--- src/rtl/matrix_wb_scheduler.sv ---
// rtl/matrix_wb_scheduler.sv - matrix-multiply sequencer and register-file write-port arbiter
module matrix_wb_scheduler #(
   parameter int DATA_W  = 8,
   parameter int REG_AW  = 3,
   parameter int NUM_RES = 4,
   parameter int TIMEOUT = 64
) (
   input  logic                        CLK,
   input  logic                        reset,
   input  logic                        mm_start,
   input  logic [REG_AW-1:0]           mm_dest_base,
   input  logic                        pipe_quiet,
   input  logic                        wb_write_pipe,
   input  logic [REG_AW-1:0]           wb_dest_pipe,
   input  logic [DATA_W-1:0]           wb_data_pipe,
   input  logic                        mult_done,
   input  logic [NUM_RES*DATA_W-1:0]   mult_c,
   output logic                        mult_go,
   output logic                        stall_req,
   output logic                        mm_busy,
   output logic                        rf_write,
   output logic [REG_AW-1:0]           rf_dest,
   output logic [DATA_W-1:0]           rf_data,
   output logic                        mm_complete,
   output logic                        err_timeout,
   output logic                        err_overlap
);

   localparam int IDX_W = (NUM_RES > 1) ? $clog2(NUM_RES) : 1;
   localparam int CNT_W = $clog2(TIMEOUT + 1);
   localparam logic [IDX_W-1:0] IDX_LAST  = IDX_W'(NUM_RES - 1);
   localparam logic [CNT_W-1:0] CNT_LIMIT = CNT_W'(TIMEOUT);

   typedef enum logic [2:0] {
      S_IDLE,
      S_LAUNCH,
      S_WAIT,
      S_DRAIN,
      S_DONE
   } state_t;

   state_t state, state_next;

   logic [DATA_W-1:0] res_buf [NUM_RES];
   logic [IDX_W-1:0]  idx;
   logic [CNT_W-1:0]  cnt;
   logic [CNT_W-1:0]  cnt_inc;
   logic [REG_AW-1:0] base;
   logic              grant;
   logic              capture;
   logic              timeout_hit;

   always_ff @(posedge CLK or negedge reset) begin
      if (!reset) state <= S_IDLE;
      else        state <= state_next;
   end

   always_comb begin
      state_next  = state;
      grant       = 1'b0;
      capture     = 1'b0;
      timeout_hit = 1'b0;
      cnt_inc     = cnt + 1'b1;
      mult_go     = 1'b0;
      mm_busy     = 1'b1;
      mm_complete = 1'b0;
      case (state)
         S_IDLE: begin
            mm_busy = 1'b0;
            if (mm_start) state_next = S_LAUNCH;
         end
         S_LAUNCH: begin
            mult_go    = 1'b1;
            state_next = S_WAIT;
         end
         S_WAIT: begin
            // cnt_inc is the number of WAIT cycles spent including this one
            if (mult_done) begin
               capture    = 1'b1;
               state_next = S_DRAIN;
            end else if (cnt_inc == CNT_LIMIT) begin
               timeout_hit = 1'b1;
               state_next  = S_DONE;
            end
         end
         S_DRAIN: begin
            grant = pipe_quiet && !wb_write_pipe;
            if (grant && idx == IDX_LAST) state_next = S_DONE;
         end
         S_DONE: begin
            mm_complete = 1'b1;
            state_next  = S_IDLE;
         end
         default: state_next = S_IDLE;
      endcase
      stall_req = mm_busy;
   end

   always_ff @(posedge CLK or negedge reset) begin
      if (!reset) begin
         base        <= '0;
         idx         <= '0;
         cnt         <= '0;
         err_timeout <= 1'b0;
         err_overlap <= 1'b0;
         for (int k = 0; k < NUM_RES; k++) res_buf[k] <= '0;
      end else begin
         if (state == S_IDLE && mm_start) base <= mm_dest_base;
         if (state == S_LAUNCH)     cnt <= '0;
         else if (state == S_WAIT)  cnt <= cnt_inc;
         if (capture) begin
            idx <= '0;
            for (int k = 0; k < NUM_RES; k++) res_buf[k] <= mult_c[DATA_W*k +: DATA_W];
         end else if (grant) begin
            idx <= idx + 1'b1;
         end
         if (timeout_hit) err_timeout <= 1'b1;
         if (mm_start && state != S_IDLE) err_overlap <= 1'b1;
      end
   end

   // Pipe writeback always wins; reset also silences the pass-through path.
   always_comb begin
      rf_write = 1'b0;
      rf_dest  = '0;
      rf_data  = '0;
      if (wb_write_pipe && reset) begin
         rf_write = 1'b1;
         rf_dest  = wb_dest_pipe;
         rf_data  = wb_data_pipe;
      end else if (grant) begin
         rf_write = 1'b1;
         rf_dest  = base + REG_AW'(idx);
         rf_data  = res_buf[idx];
      end
   end

endmodule

--- config.mk ---
export PLATFORM = sky130hd
export DESIGN_NAME = matrix_wb_scheduler
export DESIGN_NICKNAME = d
export VERILOG_FILES = /design/src/rtl/matrix_wb_scheduler.sv
export SDC_FILE = /design/constraint.sdc
export NUM_CORES = 1
export LEC_CHECK = 0
export CORE_ASPECT_RATIO = 1.2
export CORE_UTILIZATION = 50
export DETAILED_ROUTE_END_ITERATION = 7
export PLACE_DENSITY = 0.85
export SETUP_SLACK_MARGIN = 0.02
export SLEW_MARGIN = 30
export SYNTH_ARGS = -nofsm -noshare
export SYNTH_HDL_FRONTEND = slang
export SYNTH_SLANG_ARGS = --single-unit
--- constraint.sdc ---
create_clock -name CLK -period 3.6 [get_ports CLK]
set_clock_uncertainty 0.2 [all_clocks]
set_input_delay 0.54 -clock CLK [delete_from_list [all_inputs] [get_ports CLK]]
set_output_delay 0.54 -clock CLK [all_outputs]
set_load 0.02 [all_outputs]
* Word-level counts from Yosys, hierarchy flattened
Cells that the tools add are included.
W data, S select, Z words.
** Operators by class
- Bitwise gates (word level) :: 1
- Multiplexer cells :: 27
- $add $sub $neg :: 3
- Equality and inequality tests :: 9
- Reductions and logical operators :: 11
- Magnitude comparators :: 1
** Operators by type and width (number)
- $mux W8 :: 4
- $mux W3 :: 6
- $bmux W8 S2 :: 1
- $mux W7 :: 2
- $pmux W3 S4 :: 1
- $mux W1 :: 11
- $add A7 B1 Y7 const B :: 1
- $eq A7 B7 Y1 const B :: 1
- $eq A3 B2 Y1 const B :: 2
- $logic_and A1 B1 Y1 :: 5
- $mux W2 :: 2
- $ne A2 B2 Y1 const B :: 2
- $reduce_bool A2 Y1 :: 2
- $add A3 B2 Y3 :: 1
- $eq A3 B1 Y1 const B :: 1
- $eq A3 B3 Y1 const B :: 1
- $ge A3 B3 Y1 const B :: 1
- $logic_not A3 Y1 :: 1
- $ne A3 B3 Y1 const B :: 1
- $not A2 Y3 :: 1
- $reduce_and A3 Y1 :: 1
- $reduce_bool A3 Y1 :: 1
- $add A2 B1 Y2 const B :: 1
- $eq A2 B2 Y1 const B :: 1
- $logic_not A1 Y1 :: 1
** Storage, ports and cells
- Register bits :: 49
- Input bits :: 52
- Output and inout bits :: 18

* Logic depth before layout (Yosys ltp)
- Depth in word-level cells :: 6
- Gate-level depth with buffers :: 6

* Worst setup path after synthesis
OpenSTA, ideal clock, no wires.
- Kind :: input to output
- Start :: input pipe_quiet
- End :: output rf_dest[1]
- Data required time :: 2.860 ns
- Data arrival time :: 1.404 ns
- Cell stages on the path :: 5
- Slack :: 1.456 ns
- Buffers on the path :: 2
- Cell sequence :: nor2b_1 and3_1 buf_2 buf_2 a22o_1
** On the way
- Word-level cells in the longest chain between the ends :: 4
** Ends and longest elaborated chain
- from (decl) :: line 12 : input logic pipe_quiet,
- $logic_and A1 B1 Y1 :: line 87 : grant = pipe_quiet && !wb_write_pipe;
- $mux W1 :: line 67 : case (state)
- $mux W3 :: line 131 : end else if (grant) begin
- $mux W3 :: line 127 : if (wb_write_pipe && reset) begin
- to (decl) :: line 22 : output logic [REG_AW-1:0] rf_dest,
Every way passes these cells.

* Worst setup path after layout
- Start :: input wb_write_pipe
- End :: output rf_data[3]
** On the way
- Word-level cells in the longest chain between the ends :: 5
- Elaborated cells on any way between the ends :: 6
- Classes of those cells :: mux (3); reduce/logical (3)
** Ends and longest elaborated chain
- from (decl) :: line 13 : input logic wb_write_pipe,
- $logic_not A1 Y1 :: line 87
- $logic_and A1 B1 Y1 :: line 87
- $mux W1 :: line 67
- $mux W8 :: line 131
- $mux W8 * :: line 127
- to (decl) :: line 23 : output logic [DATA_W-1:0] rf_data,
Every way passes the cells marked *; elsewhere a longest branch is shown, timed or not.

==> reports/metrics.yaml <==
outcome:
  status: "finished clean"
setup_path:
  cp_slowest_cell: "clkdlybuf4s50_1"
  cp_top_family: "buffers and inverters"
  reg2reg_depth: 3
  r2r_start: "state[1]"
  path_class: "primary input to output pin"
  crit_chain: "clkdlybuf4s50_1 -> and2_1 -> a22o_1 -> clkdlybuf4s50_1"
  critPathCaptureType: "output pin"
  cpPeakStageDelay_ns: 0.62
  cp.required_ns: 2.86
  r2r_end: "res_buf[16]"
  start_kind: "primary input"
  cpMostUsedCell: "clkdlybuf4s50_1"
  critical_path_buf_inv_count: 2
  cp_data_arrival_time_ns: 2.38
  r2r_slack_ns: 1.35
  worst-path-max-fanout: 12
sta:
  max_slew_margin: 0.593
  rsz0062_at_grt: "no"
  post-route-period-util: 0.868
  fmax_mhz: 320
  setup_viol: 0
  worstMarginPinSlew_ns: 0.611
  min_period_ns: 3.12
  hold_viol_final: 0
  maxSlewViolCount: 0
  holdWs_ns: 0.143
  setup_tns_ns: 0
routing:
  drt_first_pass_iters: 4
  drtAntennaViolNets: 0
  routed_wl_um: 5680
  avgViaCountPerCell: 5.81
  via_count: 1910
  drc: 0
  drtIter0Drc: 222
  routedWlPerCell_um: 17.3
cts:
  clkLatencyLatePin_ns: 0.31
  clk_path_buf_depth: 2
  htreeDepth: 2
  cts_root_buffer: "clkbuf_8"
  post_cts_buffers: 0
  cts_buffers: 5
  cts.clk_slew.worst_paths_ns: 0.09
  holdBufCountCts: 0
  clock_sinks: 49
  cts_resized: 0
  cts_tree: "yes"
synth:
  synth_most_common_cell: "dfrtp_1"
  avgSynthCellArea_sq_um: 13.2
  synth_area_leaders: "dfrtp_1 45%, mux2_4 16%, mux4_2 6.7%"
  synth_edf_count: 0
  ys_seq_elements: 49
  yosysWarnings: 0
  ys_seq_area_frac: 0.454
  yosysUniqueCellTypes: 50
  syn_area_sq_mm: 0.00270
  syn-instance-count: 205
  async_reset_ff_frac: 1.00
  synthFlopType: "dfrtp_1"
  post-synth-top-area-cell: "dfrtp_1"
  synth_commonest_cells: "49 x dfrtp_1, 28 x mux2_4, 11 x a22o_1, 10 x nand2_1, 9 x o21ai_0"
  synth_nets: 261
  yosys.area.top_type_share: 0.454
power:
  internal-power_mw: 1.71
  power.density_mw_per_mm2: 743
  swShare: 0.337
  clkPwrFrac: 0.156
  p_total_mw: 2.58
  switchingPower_mw: 0.868
  seqPwrFrac: 0.398
  p_leak_nw: 1.48
  ir_drop_v: 0.000450
  power_frac_comb: 0.446
die:
  initial_core_util: 0.532
  die_y_um: 82.5
  die_area_sq_mm: 0.00570
  rows: 28
  core_sq_mm: 0.00508
  die_w_um: 69.1
  ios: 70
worst_hold_path:
  worstHoldPathType: "primary input to asynchronous set/reset pin"
global_routing:
  first_global_vias: 1924
  gr-total-overflow: 0
  grt_util_all_layers: 0.210
  antenna_found_initial: 0
  grt_max_degree: 50
  grt_pass1_wl_um: 9280
cells_and_area:
  stdcell_count: 329
  drive_above_1_share: 0.223
  layout.nets: 324
  n_antenna_cell: 0
  syn_to_final_growth_pct: 28.3
placed_design:
  dp_cells: 321
  dp_hpwl_um: 3900
  port_buffers: 69
  place_congestion: 0.850
job:
  drv_cap: 0
==> logic make-up (layout without fill, tap and decap cells) <==
kind of cell,Yosys count,in the layout,share of synthesized area
xor+xnor,3,3,0.00972
fa+ha+maj,4,4,0.0213
mux,46,46,0.263
flops,49,49,0.454
buf+inv,19,83,0.0537
simple gates,42,42,0.0880
compound gates,42,42,0.111
==> worst max-delay path by stage <==
stage / cells past startpoint / startpoint / slack (ns) / to
after global placement: 4 / wb_write_pipe / 0.53 / rf_dest[2]
after floorplan: 5 / pipe_quiet / 1.46 / rf_dest[1]
after CTS: 4 / wb_write_pipe / 0.46 / rf_data[3]
final: 4 / wb_write_pipe / 0.48 / rf_data[3]
after global routing: 4 / wb_write_pipe / 0.37 / rf_data[3]
after detailed placement: 4 / wb_write_pipe / 0.46 / rf_data[3]
==> final cells by class <==
class / instances / area (sq um)
Clock buffer: 6 / 72.6
Clock inverter: 2 / 38.8
Fill cell: 368 / 1610
Inverter: 2 / 7.51
Multi-Input combinational cell: 137 / 1330
Sequential cell: 49 / 1230
Tap cell: 60 / 75.1
Timing Repair Buffer: 73 / 716
==> metal layers <==
metal / GRT usage / up-vias / part of all wire
li1: - / 880 / -
met1: 0.263 / 954 / 0.44
met2: 0.360 / 67 / 0.49
met3: 0.0570 / 9 / 0.054
met4: 0.0612 / 0 / 0.013
met5: 0 / - / 0
==> power groups by stage <==
stage          sequential (mW)  clock (mW)  combinational [mW]
3_5_place_dp              1.03           0                1.15
2_1_floorplan            0.918           0                1.01
6_report                  1.03       0.402                1.15
3_3_place_gp              1.02           0                1.12
4_1_cts                   1.02       0.406                1.16
5_1_grt                   1.06       0.428                1.24
==> cell usage in the layout, fill, tap and decap left out, types with 2 or more instances in the layout <==
cell | Yosys | routed
clkdlybuf4s50_1 | 0 | 68
dfrtp_1 | 49 | 49
mux2_4 | 28 | 28
a22o_1 | 11 | 11
nand2_1 | 10 | 10
o21ai_0 | 9 | 9
mux4_2 | 8 | 8
mux2_2 | 8 | 8
nor2_1 | 7 | 7
a21oi_1 | 5 | 5
clkbuf_8 | 0 | 5
nor3_1 | 4 | 4
buf_4 | 1 | 4
and3_1 | 3 | 3
ha_1 | 3 | 3
inv_1 | 2 | 2
nor2b_1 | 2 | 2
and2_1 | 2 | 2
nand2b_1 | 2 | 2
nand3_1 | 2 | 2
a21o_1 | 2 | 2
mux2i_1 | 2 | 2
o211ai_1 | 2 | 2
xnor2_1 | 2 | 2
o21a_1 | 2 | 2
a22oi_1 | 2 | 2
o21bai_1 | 2 | 2
==> state kept, by name, indices dropped and copies added, names as in the netlist <==
register	cells
state	3
idx	2
base	3
cnt	7
res_buf	32
err_overlap	1
err_timeout	1
==> through the flow <==
stage	area, sq um	setup slack [ns]	util
2_1_floorplan	2700	1.46	-
3_3_place_gp	3360	0.528	0.661
3_5_place_dp	3360	0.456	0.661
4_1_cts	3470	0.462	0.683
5_1_grt	3470	0.367	0.683
6_report	3470	0.477	0.683
Note: power is estimated with default switching activity, not from simulation.
